==> src/rtl/router_term_monitor.sv <==
// Per-terminal delivery monitor for the mesh router outputs: stall timeout, destination
// check, spurious-pop detection, sticky flags, saturating error count and worst latency.
module router_term_monitor #(
    parameter int                         ROWS     = 4,
    parameter int                         COLUMS   = 4,
    parameter int                         PCK_SZ   = 40,
    parameter int                         N_TERMS  = 2*ROWS + 2*COLUMS,
    parameter int                         DST_MSB  = 31,
    parameter int                         DST_LSB  = 26,
    parameter int                         TIMEOUT  = 128,
    parameter int                         BCAST_EN = 0,
    parameter logic [DST_MSB-DST_LSB:0]   BCAST_ID = '1,
    parameter int                         ERR_W    = 16
) (
    input  logic                          clk,
    input  logic                          reset,
    input  logic [PCK_SZ-1:0]             data_out [N_TERMS],
    input  logic [N_TERMS-1:0]            pndng,
    input  logic [N_TERMS-1:0]            pop,
    input  logic                          enable,
    input  logic                          clear_counts,
    output logic [N_TERMS-1:0]            timeout_flag,
    output logic [N_TERMS-1:0]            dst_flag,
    output logic [N_TERMS-1:0]            spur_flag,
    output logic [ERR_W-1:0]              err_count,
    output logic                          first_err_valid,
    output logic [$clog2(N_TERMS)-1:0]    first_err_term,
    output logic [1:0]                    first_err_kind,
    output logic [$clog2(TIMEOUT+2)-1:0]  wait_max
);

    localparam int DST_W  = DST_MSB - DST_LSB + 1;
    localparam int WM_W   = $clog2(TIMEOUT + 2);
    localparam int TERM_W = $clog2(N_TERMS);
    localparam int CNT_W  = $clog2(N_TERMS + 1);
    localparam int SUM_W  = ERR_W + CNT_W;

    localparam logic [WM_W-1:0] TMO_V   = WM_W'(TIMEOUT);
    localparam logic [WM_W-1:0] TMO_PRE = WM_W'(TIMEOUT - 1);
    localparam logic [WM_W-1:0] LAT_LIM = WM_W'(TIMEOUT + 1);

    function automatic logic [ERR_W-1:0] sat_add(input logic [ERR_W-1:0] acc,
                                                 input logic [CNT_W-1:0] inc);
        logic [SUM_W-1:0] sum;
        sum = SUM_W'(acc) + SUM_W'(inc);
        if (sum > SUM_W'({ERR_W{1'b1}}))
            return '1;
        return sum[ERR_W-1:0];
    endfunction

    function automatic logic [WM_W-1:0] sat_inc(input logic [WM_W-1:0] v,
                                                input logic [WM_W-1:0] lim);
        return (v >= lim) ? lim : v + WM_W'(1);
    endfunction

    logic [WM_W-1:0]    wait_cnt [N_TERMS];
    logic [N_TERMS-1:0] ev_tmo, ev_dst, ev_spur, ev_vec;
    logic [CNT_W-1:0]   ev_num;
    logic [WM_W-1:0]    lat_max, lat_i;
    logic [DST_W-1:0]   dst_i;
    logic [TERM_W-1:0]  fe_term;
    logic [1:0]         fe_kind;
    logic               unused_data;

    // Stage 0: classify this cycle's handshakes into events and latencies
    always_comb begin
        ev_tmo      = '0;
        ev_dst      = '0;
        ev_spur     = '0;
        lat_max     = '0;
        lat_i       = '0;
        dst_i       = '0;
        unused_data = 1'b0;
        for (int i = 0; i < N_TERMS; i++) begin
            unused_data = unused_data ^ (^data_out[i]);
            dst_i       = data_out[i][DST_MSB:DST_LSB];
            lat_i       = sat_inc(wait_cnt[i], LAT_LIM);
            ev_tmo[i]   = enable & pndng[i] & ~pop[i] & (wait_cnt[i] == TMO_PRE);
            ev_dst[i]   = enable & pndng[i] & pop[i] & (dst_i != DST_W'(i))
                        & ~((BCAST_EN != 0) & (dst_i == BCAST_ID));
            ev_spur[i]  = enable & pop[i] & ~pndng[i];
            if (enable && pndng[i] && pop[i] && (lat_i > lat_max))
                lat_max = lat_i;
        end
    end

    assign ev_vec = ev_tmo | ev_dst | ev_spur;
    assign ev_num = CNT_W'($countones(ev_vec));

    // Descending scan so the lowest-index terminal is the one left standing
    always_comb begin
        fe_term = '0;
        fe_kind = 2'b00;
        for (int i = N_TERMS - 1; i >= 0; i--) begin
            if (ev_vec[i]) begin
                fe_term = TERM_W'(i);
                fe_kind = ev_tmo[i] ? 2'b01 : (ev_dst[i] ? 2'b10 : 2'b11);
            end
        end
    end

    // Stage 1: stall counters, unaffected by clear_counts
    always_ff @(posedge clk) begin
        for (int i = 0; i < N_TERMS; i++) begin
            if (reset || !enable)
                wait_cnt[i] <= '0;
            else if (pndng[i] && !pop[i])
                wait_cnt[i] <= sat_inc(wait_cnt[i], TMO_V);
            else
                wait_cnt[i] <= '0;
        end
    end

    // Stage 1: reported results
    always_ff @(posedge clk) begin
        if (reset || clear_counts) begin
            timeout_flag    <= '0;
            dst_flag        <= '0;
            spur_flag       <= '0;
            err_count       <= '0;
            first_err_valid <= 1'b0;
            first_err_term  <= '0;
            first_err_kind  <= 2'b00;
            wait_max        <= '0;
        end else begin
            timeout_flag <= timeout_flag | ev_tmo;
            dst_flag     <= dst_flag | ev_dst;
            spur_flag    <= spur_flag | ev_spur;
            err_count    <= sat_add(err_count, ev_num);
            if (!first_err_valid && (ev_vec != '0)) begin
                first_err_valid <= 1'b1;
                first_err_term  <= fe_term;
                first_err_kind  <= fe_kind;
            end
            if (lat_max > wait_max)
                wait_max <= lat_max;
        end
    end

endmodule
==> config.mk <==
export PLATFORM = sky130hd
export DESIGN_NAME = router_term_monitor
export DESIGN_NICKNAME = d
export VERILOG_FILES = /design/src/rtl/router_term_monitor.sv
export SDC_FILE = /design/constraint.sdc
export NUM_CORES = 1
export LEC_CHECK = 0
export CELL_PAD_IN_SITES_DETAIL_PLACEMENT = 1
export CELL_PAD_IN_SITES_GLOBAL_PLACEMENT = 1
export CORE_AREA = 2 2 295 297
export DETAILED_ROUTE_END_ITERATION = 16
export DIE_AREA = 0 0 297 299
export PLACE_DENSITY = 0.67
export SYNTH_ARGS = -nofsm -noshare
export SYNTH_HDL_FRONTEND = slang
export SYNTH_SLANG_ARGS = --single-unit
==> constraint.sdc <==
create_clock -name clk -period 67.2 [get_ports clk]
set_input_delay 13.44 -clock clk [delete_from_list [all_inputs] [get_ports clk]]
set_output_delay 13.44 -clock clk [all_outputs]
set_load 0.02 [all_outputs]
# ---- Word-level counts from Yosys, hierarchy flattened
# Memory sizes are Yosys's and may differ from the RTL's.
# Index checks and enable logic that the tools add are counted.
dict set report op_classes {
  add_sub_neg 32
  n_lt_le_gt_ge 50
  n_eq_ne 31
  n_mux 246
  n_bitwise 181
  n_reduce_logical 87
}
# operator count
set ops {}
lappend ops {{$mux W8} 80}
lappend ops {{$ge A8 B8 Y1 const B} 32}
lappend ops {{$add A8 B1 Y8 const B} 16}
lappend ops {{$eq A8 B7 Y1 const B} 16}
lappend ops {{$gt A8 B8 Y1} 16}
lappend ops {{$mux W1} 116}
lappend ops {{$and A1 B1 Y1} 112}
lappend ops {{$or A16 B16 Y16} 5}
lappend ops {{$logic_and A1 B1 Y1} 65}
lappend ops {{$mux W2} 32}
lappend ops {{$mux W4} 16}
lappend ops {{$ne A6 B4 Y1 const B} 8}
lappend ops {{$mux W16} 2}
lappend ops {{$not A1 Y1} 32}
lappend ops {{$or A1 B1 Y1} 32}
lappend ops {{$ne A6 B3 Y1 const B} 4}
lappend ops {{$logic_not A1 Y1} 18}
lappend ops {{$add A16 B5 Y17} 1}
lappend ops {{$gt A17 B16 Y1 const B} 1}
lappend ops {{$add A1 B1 Y2} 8}
lappend ops {{$reduce_bool A16 Y1} 1}
lappend ops {{$add A2 B2 Y3} 4}
lappend ops {{$ne A6 B2 Y1 const B} 2}
lappend ops {{$add A3 B3 Y4} 2}
lappend ops {{other kinds (5)} 6}
dict set report totals {
  reg_bits 79
  mem_bits_rw 128
  inputBits 676
  output_inout_bits 79
  elab_cells 636
  memories 1
}
# name depth width read_ports rd_ports_with_merged_regs write_ports line
set mem_list {}
lappend mem_list {wait_cnt 16 8 16 0 16 56} ;# logic [WM_W-1:0] wait_cnt [N_TERMS];

# ---- Longest topological paths before layout
# Gate-level depths: netlist (run 1).
dict set report depth {
  word_depth 51
  ltp_mapped 156
  ltp_nobuf 143
}

# ---- Worst setup path after synthesis (run 1)
# Ideal clock, no wire load.
dict set report synth_timing {
  kind {input -> register}
  from {input enable}
  to {register wait_max[6]}
  setup_time_ns 0.074
  t_arrival_ns 40.305
  required_ns 67.126
  path_slack_ns 26.820
  path_stages 137
  n_path_buf 19
  path_cell_list {buf_4 -> buf_2 -> and3_1 -> nand2_1 -> nor3_1 -> inv_1 -> ha_1 -> a211oi_1 -> o21bai_1 -> o31a_1 -> buf_2 -> nand2_1 -> mux2i_2 -> ha_1 -> a21o_1 -> nand3_1 -> a211oi_2 -> or2_1 -> [... 101 more ...] -> o21ai_0 -> nand2b_1 -> a21oi_1 -> o21ai_0 -> nor4b_1 -> clkbuf_1 -> mux2i_1 -> inv_1 -> ha_1 -> o21a_1 -> o21ai_0 -> nand2b_1 -> a21oi_1 -> o21ai_0 -> o31a_1 -> clkbuf_1 -> o21ai_0 -> a31oi_1}
}
dict set report synth_via {
  elab_chain_cells 50
  word_cells_on_any_way 80
  classes_between {order compare: 16; mux: 16; reduce/logical: 48}
}
# element line
set synth_rtl {}
lappend synth_rtl {{start, declared} 20} ;# input logic enable,
lappend synth_rtl {{$logic_and A1 B1 Y1 (3 in a row)} 82} ;# if (enable && pndng[i] && pop[i] && (lat_i > lat_max))
lappend synth_rtl {{$mux W8} 82}
lappend synth_rtl {{$gt A8 B8 Y1} 82}
lappend synth_rtl {{$logic_and A1 B1 Y1} 82}
lappend synth_rtl {{$mux W8} 82}
lappend synth_rtl {{$gt A8 B8 Y1} 82}
lappend synth_rtl {{$logic_and A1 B1 Y1} 82}
lappend synth_rtl {{$mux W8} 82}
lappend synth_rtl {{[... 33 more ...]} --}
lappend synth_rtl {{$gt A8 B8 Y1} 82}
lappend synth_rtl {{$logic_and A1 B1 Y1} 82}
lappend synth_rtl {{$mux W8} 82}
lappend synth_rtl {{$gt A8 B8 Y1} 82}
lappend synth_rtl {{$logic_and A1 B1 Y1} 82}
lappend synth_rtl {{$mux W8 *} 82}
lappend synth_rtl {{via lat_max[2]} 59} ;# logic [WM_W-1:0] lat_max, lat_i;
lappend synth_rtl {{$gt A8 B8 Y1 *} 135} ;# if (lat_max > wait_max)
lappend synth_rtl {{end signal, assigned} 136} ;# wait_max <= lat_max;
lappend synth_rtl {{end, declared} 29} ;# output logic [$clog2(TIMEOUT+2)-1:0] wait_max
# The timed path passes the listed nets; every way through them passes the cells marked *.
# A chain may end at the register's enable or synchronous reset.

# ---- Worst setup path in the final report (run 1)
dict set report layout_timing {
  from {input pndng[0]}
  to {register wait_max[5]}
}
dict set report layout_via {
  elab_chain_cells 50
}
# element line
set layout_rtl {}
lappend layout_rtl {{start, declared} 18} ;# input logic [N_TERMS-1:0] pndng,
lappend layout_rtl {{$logic_and A1 B1 Y1 * (3 in a row)} 82}
lappend layout_rtl {{$mux W8 *} 82}
lappend layout_rtl {{$gt A8 B8 Y1} 82}
lappend layout_rtl {{$logic_and A1 B1 Y1} 82}
lappend layout_rtl {{$mux W8 *} 82}
lappend layout_rtl {{$gt A8 B8 Y1} 82}
lappend layout_rtl {{$logic_and A1 B1 Y1} 82}
lappend layout_rtl {{$mux W8 *} 82}
lappend layout_rtl {{[... 33 more ...]} --}
lappend layout_rtl {{$gt A8 B8 Y1} 82}
lappend layout_rtl {{$logic_and A1 B1 Y1} 82}
lappend layout_rtl {{$mux W8 *} 82}
lappend layout_rtl {{$gt A8 B8 Y1} 82}
lappend layout_rtl {{$logic_and A1 B1 Y1} 82}
lappend layout_rtl {{$mux W8 *} 82}
lappend layout_rtl {{via lat_max[1]} 59}
lappend layout_rtl {{$gt A8 B8 Y1 *} 135}
# Marks and branches as above.

==> results of run 1 <==
[registers in the layout, indices dropped and copies added, names as in the netlist]
signal           cells
err_count           16
first_err_valid      1
wait_cnt           128
first_err_term       4
timeout_flag        16
wait_max             8
spur_flag           16
first_err_kind       2
dst_flag            16
[critical path, delay by kind of cell]
kind,cells,cell delay [ps]
AOI/OAI and AO/OA,60,16670
and+or+nand+nor,46,10310
adders and majority gates,16,4880
muxes,2,900
buffers and inverters,9,1790
[kinds of logic after synthesis]
family                   after synthesis
multiplexers                          21
buffers and inverters                203
adder cells (fa/ha/maj)              196
AND/OR/NAND/NOR                      935
AO/OA/AOI/OAI                        461
XOR/XNOR                              91
other                                  1
flip-flops                           207
[cells in the mapped netlist (45+ instances only)]
cell,number,area share
nor2_1,387,0.083
ha_1,184,0.13
nand2_1,154,0.033
inv_1,145,0.031
edfxtp_1,128,0.22
a21oi_1,127,0.036
dfxtp_1,79,0.091
nand3_1,79,0.023
o21ai_0,69,0.020
nor3_1,52,0.015
xor2_1,49,0.025
nand4_1,45,0.016
[area by class of cell]
class,instances,share of cell area
Inverter,145,0.0244
Timing Repair Buffer,229,0.100
Tap cell,1155,0.0647
Clock buffer,47,0.0420
Antenna cell,1,0.000112
Clock inverter,6,0.00140
Sequential cell,207,0.243
Multi-Input combinational cell,1832,0.524
[worst paths after layout]
kind,startpoint,endpoint,slack [ps],cells after the start
setup / recovery,pndng[0],wait_max[5]$_SDFFE_PP0N_,19640,133
hold / removal,timeout_flag[11]$_SDFF_PP0_,timeout_flag[11]$_SDFF_PP0_,450,2
setup reg to reg,wait_cnt[0][0]$_SDFFCE_PP0P_,wait_max[5]$_SDFFE_PP0N_,31920,134
hold reg to reg,timeout_flag[11]$_SDFF_PP0_,timeout_flag[11]$_SDFF_PP0_,450,2
[report_power, final]
part	total, mW	switching, mW	internal (mW)
clock network	0.156	0.0615	0.0945
logic	0.171	0.100	0.0709
registers	0.149	0.00786	0.142
[stage by stage]
step	hold WS [ps]	power [mW]	cell area [sq um]	setup slack, ps
after floorplan	522	0.264	17900	26820
after global placement	436	0.318	21400	19900
after detailed placement	439	0.322	21400	19650
final	447	0.476	22300	19640
after CTS	448	0.482	22300	20130
after global routing	472	0.508	22300	17080
[routing by layer]
metal | global-route usage | up-vias
met4 | 0.0402 | 0
li1 | - | 8179
met3 | 0.0249 | 91
met2 | 0.229 | 345
met1 | 0.180 | 8059
met5 | 0 | -
==> summary.md, run 1 <==
| Metric | Value |
|---|---|
| Status | completed |
| Final core utilization | 0.260 |
| Final HPWL DP | 51,400 microns |
| Compound-Gate Fraction of Synth Area | 0.179 |
| MaxCap Viol Count | 0 |
| Most frequent cells in the layout | 387 x nor2_1, 209 x clkdlybuf4s50_1, 184 x ha_1 |
| Post-route DRC | 0 |
| M1 wire length | 28,800 microns |
| Mapped Area | 17,400 sq um |
| GRT overflow | 0 |
| CP Capture Type | register |
| Final #Nets | 3,316 |
| Initial DRC Count | 855 |
| Relative slew margins | 0.270 |
| Setup TNS | 0 ps |
| Synth Area in Adders | 0.146 |
| Synth Area in Simple Gates | 0.260 |
| Fillcell total | 10,400 |
| Clock Sinks | 207 |
| CTS Buf Count | 29 |
| Crit start category | primary input |
| Max-slew violations | 0 |
| Cts repair resizes | 0 |
| Worst Path Arrival | 48,040 ps |
| Hold_buf cts | 0 |
| Number of global-route vias before repair | 17,100 |
| Post-synthesis area per instance | 8.25 sq um |
| Post-synth EDFFs | 128 |
| Worst-path maximum fanout | 22 |
| ANT nets after route | 0 |
| Routability cong. | 0.869 |
| Inst Count DP | 3,568 |
| Setup-failing EPs final | 0 |
| Synth-to-Final Area Change | 28.1% |
| Die height | 299 microns |
| RSZ-0062 raised after global routing | no |
| Top Layer Used | met4 |
| CTS root buf | clkbuf_16 |
| CP most frequent cell | ha_1 |
| CP max-delay cell | a2111oi_0 |
| Pre-antenna DRT Iters | 5 |
| Drt total wl | 62,600 microns |
| Crit share post-route | 0.708 |
| Synth Register Bits | 207 |
| Via count | 16,700 |
| Achievable Freq | 21.0 MHz |
| Rows | 108 |
| Worst-margin pin slew | 1090 ps |
| Register area | 5430 sq um |
| Yosys warnings | 0 |
| Worst Setup Path Type | in -> reg |
| Die W | 297 microns |
| Power Dens Cells | 21.3 nW/um^2 |
| Final Skew | 13.2 ps |
| Peak supply drop | 0.0157 mV |
| Cell variety after synth | 99 |
| Die area | 88,800 sq um |
| Layout Cells excl Fill | 3,622 |
| Hold WC Path Type | reg -> reg |
| Req. time, crit path | 67,680 ps |
| Multi-input gate area | 11,700 sq um |
| GRT Total Usage | 0.137 |
| Initial Util | 0.203 |
| Post-synthesis xor/xnor area fraction | 0.0457 |
| Critical path's largest stage delay | 850 ps |
| Later-pin clock latency in the skew report | 570 ps |
| Tmin final | 47,560 ps |
| Worst-case clock buffer depth | 3 |
| Leakage | 8.93 nW |
| Metal3 WL | 3200 microns |
| Core Area | 85,900 sq um |
| Via/cell ratio | 4.60 |
| Prevailing post-synth register cell | edfxtp_1 |
| Global-route wire length before repair | 96,900 microns |
| WL/cell | 17.3 microns |
| Post-synthesis mux area share | 0.0128 |
| Most common cell after layout, fill and taps aside | nor2_1 |
| Sequential area share after synthesis | 0.311 |
| Endpoints failing hold | 0 |
| H-tree depth | 1 |
| Layout cells sized above 1 | 0.0503 |
| Worst-path clk slew | 60 ps |
| Post-Syn Instances | 2,115 |
| IO Count | 755 |
| Port bufs | 210 |
| Antenna violations before repair | 1 |
| Largest net degree at the start of global routing | 56 |
| Combinational family with the most area after synthesis | simple AND/OR/NAND/NOR gates |
| Clock tree from TritonCTS | done |
| Metal2 WL | 28,600 microns |
| Post-CTS Setup Bufs | 0 |
| Ys async rst share | 0 |
(Power assumes the default switching activity.)
==> run 2, diff against run 1 <==
- CORE_AREA: 2 2 295 297 -> 2 2 293 295
- DIE_AREA: 0 0 297 299 -> 0 0 295 297
- PLACE_DENSITY: 0.67 -> 0.7
- clock period: 67.2 -> 41.3 ns (I/O delays scaled with it)
==> run 2 against run 1 <==
Power grew 66%. Wire length is 1.8% higher. Largest power group unchanged. Critical path type unchanged. First-iteration DRC count rose by 1.1%. Global-route usage rose by 0.57 points. Highest routed layer unchanged.
==> summary.md, run 2 (same netlist as run 1, synthesis figures left out) <==
| Metric | Value |
|---|---|
| Clock tree from TritonCTS | done |
| Routability cong. | 0.871 |
| Leakage | 9.00 nW |
| Core Area | 84,500 sq um |
| Net switching power | 0.282 mW |
| Final #Nets | 3,326 |
| H-tree depth | 1 |
| Max-slew violations | 0 |
| GRT overflow | 0 |
| Drt total wl | 63,700 microns |
| Largest net degree at the start of global routing | 57 |
| RSZ-0062 raised after global routing | no |
| Switch share | 0.355 |
| Critical path's largest stage delay | 700 ps |
| MaxCap Viol Count | 0 |
| CP most frequent cell | ha_1 |
| Number of global-route vias before repair | 17,600 |
| Worst-path maximum fanout | 22 |
| Tot Pwr | 0.793 mW |
| Reg power frac | 0.306 |
| Peak supply drop | 0.0268 mV |
| Crit share post-route | 0.947 |
| Initial Util | 0.206 |
| Post-route DRC | 0 |
| Hold WC Path Type | reg -> reg |
| Die height | 297 microns |
| Worst Setup Path Type | in -> reg |
| Max reg flops | 128 |
| Die area | 87,600 sq um |
| Setup-failing EPs final | 0 |
| Register bank with the most flops | wait_cnt |
| CTS root buf | clkbuf_16 |
| GRT Total Usage | 0.143 |
| CP Capture Type | register |
| Achievable Freq | 25.6 MHz |
| Via count | 16,900 |
| Later-pin clock latency in the skew report | 580 ps |
| Combinational share of power | 0.364 |
| Die W | 295 microns |
| Hold_buf cts | 0 |
| WL/cell | 17.6 microns |
| Req. time, crit path | 41,760 ps |
| Setup TNS | 0 ps |
| Pre-antenna DRT Iters | 5 |
| Relative slew margins | 0.271 |
| Initial DRC Count | 864 |
| Crit start category | primary input |
| Worst-case clock buffer depth | 3 |
| Antenna violations before repair | 2 |
| Worst Path Arrival | 39,570 ps |
| Final non-filler cell area | 22,500 sq um |
| Rows | 107 |
| Post-CTS Setup Bufs | 0 |
| Clock Sinks | 207 |
| Via/cell ratio | 4.67 |
| Power Dens Cells | 35.3 nW/um^2 |
| Worst-margin pin slew | 1080 ps |
| Placed Area | 21,400 sq um |
| Most frequent cells in the layout | 387 x nor2_1, 209 x clkdlybuf4s50_1, 184 x ha_1 |
| Tmin final | 39,120 ps |
| Clock power share | 0.330 |
| CTS Buf Count | 29 |
| Status | completed |
| Worst-path clk slew | 60 ps |
| CP max-delay cell | a2111oi_1 |
| Layout cells sized above 1 | 0.0573 |
| Endpoints failing hold | 0 |
| Final HPWL DP | 51,900 microns |
| Global-route wire length before repair | 98,800 microns |
| IO Count | 755 |
| Synth-to-Final Area Change | 28.8% |
| ANT nets after route | 0 |
| Port bufs | 210 |
| Most common cell after layout, fill and taps aside | nor2_1 |
| Final Skew | 17.8 ps |
| Int Power | 0.511 mW |
[run 2: cell count changes in the layout (fill, tap and decap cells not counted), moves of 2 or more]
cell       before  now
o31ai_2         1    3
diode_2         1    4
clkbuf_16      32   34
buf_4          19   29
o31ai_1        14   12
clkbuf_1        7    4
clkbuf_8        8    6
[run 2: routing by layer]
metal,track usage,up-vias,routed length [microns]
li1,-,8183,-
met1,0.189,8253,28900
met2,0.238,407,29000
met3,0.0238,102,3920
met4,0.0388,0,1870
met5,0,-,0
[run 2: path summary, 6_finish.rpt]
kind              depth (start not counted)                    startpoint  slack [ps]                     endpoint
setup / recovery                        132                      pndng[0]        2180     wait_max[2]$_SDFFE_PP0N_
setup reg to reg                        134  wait_cnt[0][0]$_SDFFCE_PP0P_        9250     wait_max[2]$_SDFFE_PP0N_
hold / removal                            2   timeout_flag[14]$_SDFF_PP0_         440  timeout_flag[14]$_SDFF_PP0_
hold reg to reg                           2   timeout_flag[14]$_SDFF_PP0_         440  timeout_flag[14]$_SDFF_PP0_
[run 2: area by class of cell]
type	instances	area, sq um
diodes	4	10.0
clock buffers	45	956
clock inverters	9	53.8
fillers	10200	62000
inverters	145	544
multi-input cells	1832	11700
flip-flops and latches	207	5430
well taps	1144	1430
repair buffers	239	2310
[run 2: stage by stage]
stage,hold WS (ps),util,setup slack [ps],cells
floorplan,522,-,6100,2242
global placement,434,0.254,1720,3567
detailed placement,438,0.254,1370,3567
CTS,447,0.266,1870,3621
global route,475,0.266,5.99,3621
finish,444,0.266,2180,3625
[run 2: what timing repair did]
item | in CTS | in global routing
gates resized for setup | 0 | 6
endpoints found under the hold margin | 0 | 0
endpoints found under the setup margin | 0 | 8
[run 2: power by group through the flow]
stage / clock network [mW] / logic, mW / registers, mW
2_1_floorplan: 0 / 0.181 / 0.249
3_3_place_gp: 0 / 0.278 / 0.247
3_5_place_dp: 0 / 0.285 / 0.247
4_1_cts: 0.269 / 0.287 / 0.243
5_1_grt: 0.276 / 0.322 / 0.244
6_report: 0.262 / 0.289 / 0.243
[run 2: worst max-delay path: cells and delay by family]
family,cells,cell delay (ps)
adders and majority gates,16,4570
buffers and inverters,9,1750
and+or+nand+nor,45,9080
AOI/OAI and AO/OA,61,15380
muxes,1,460
==> run 3, diff against run 2 <==
==> constraint.sdc (replaced) <==
create_clock -name clk -period 41.3 [get_ports clk]
set_input_delay 8.26 -clock clk [delete_from_list [all_inputs] [get_ports clk]]
set_output_delay 8.26 -clock clk [all_outputs]
set_load 0.1 [all_outputs]
==> results of run 3 <==
Same layout as run 2 (identical final DEF). Status: completed.
Among the figures that moved: total power 0.793 mW -> 0.825 mW
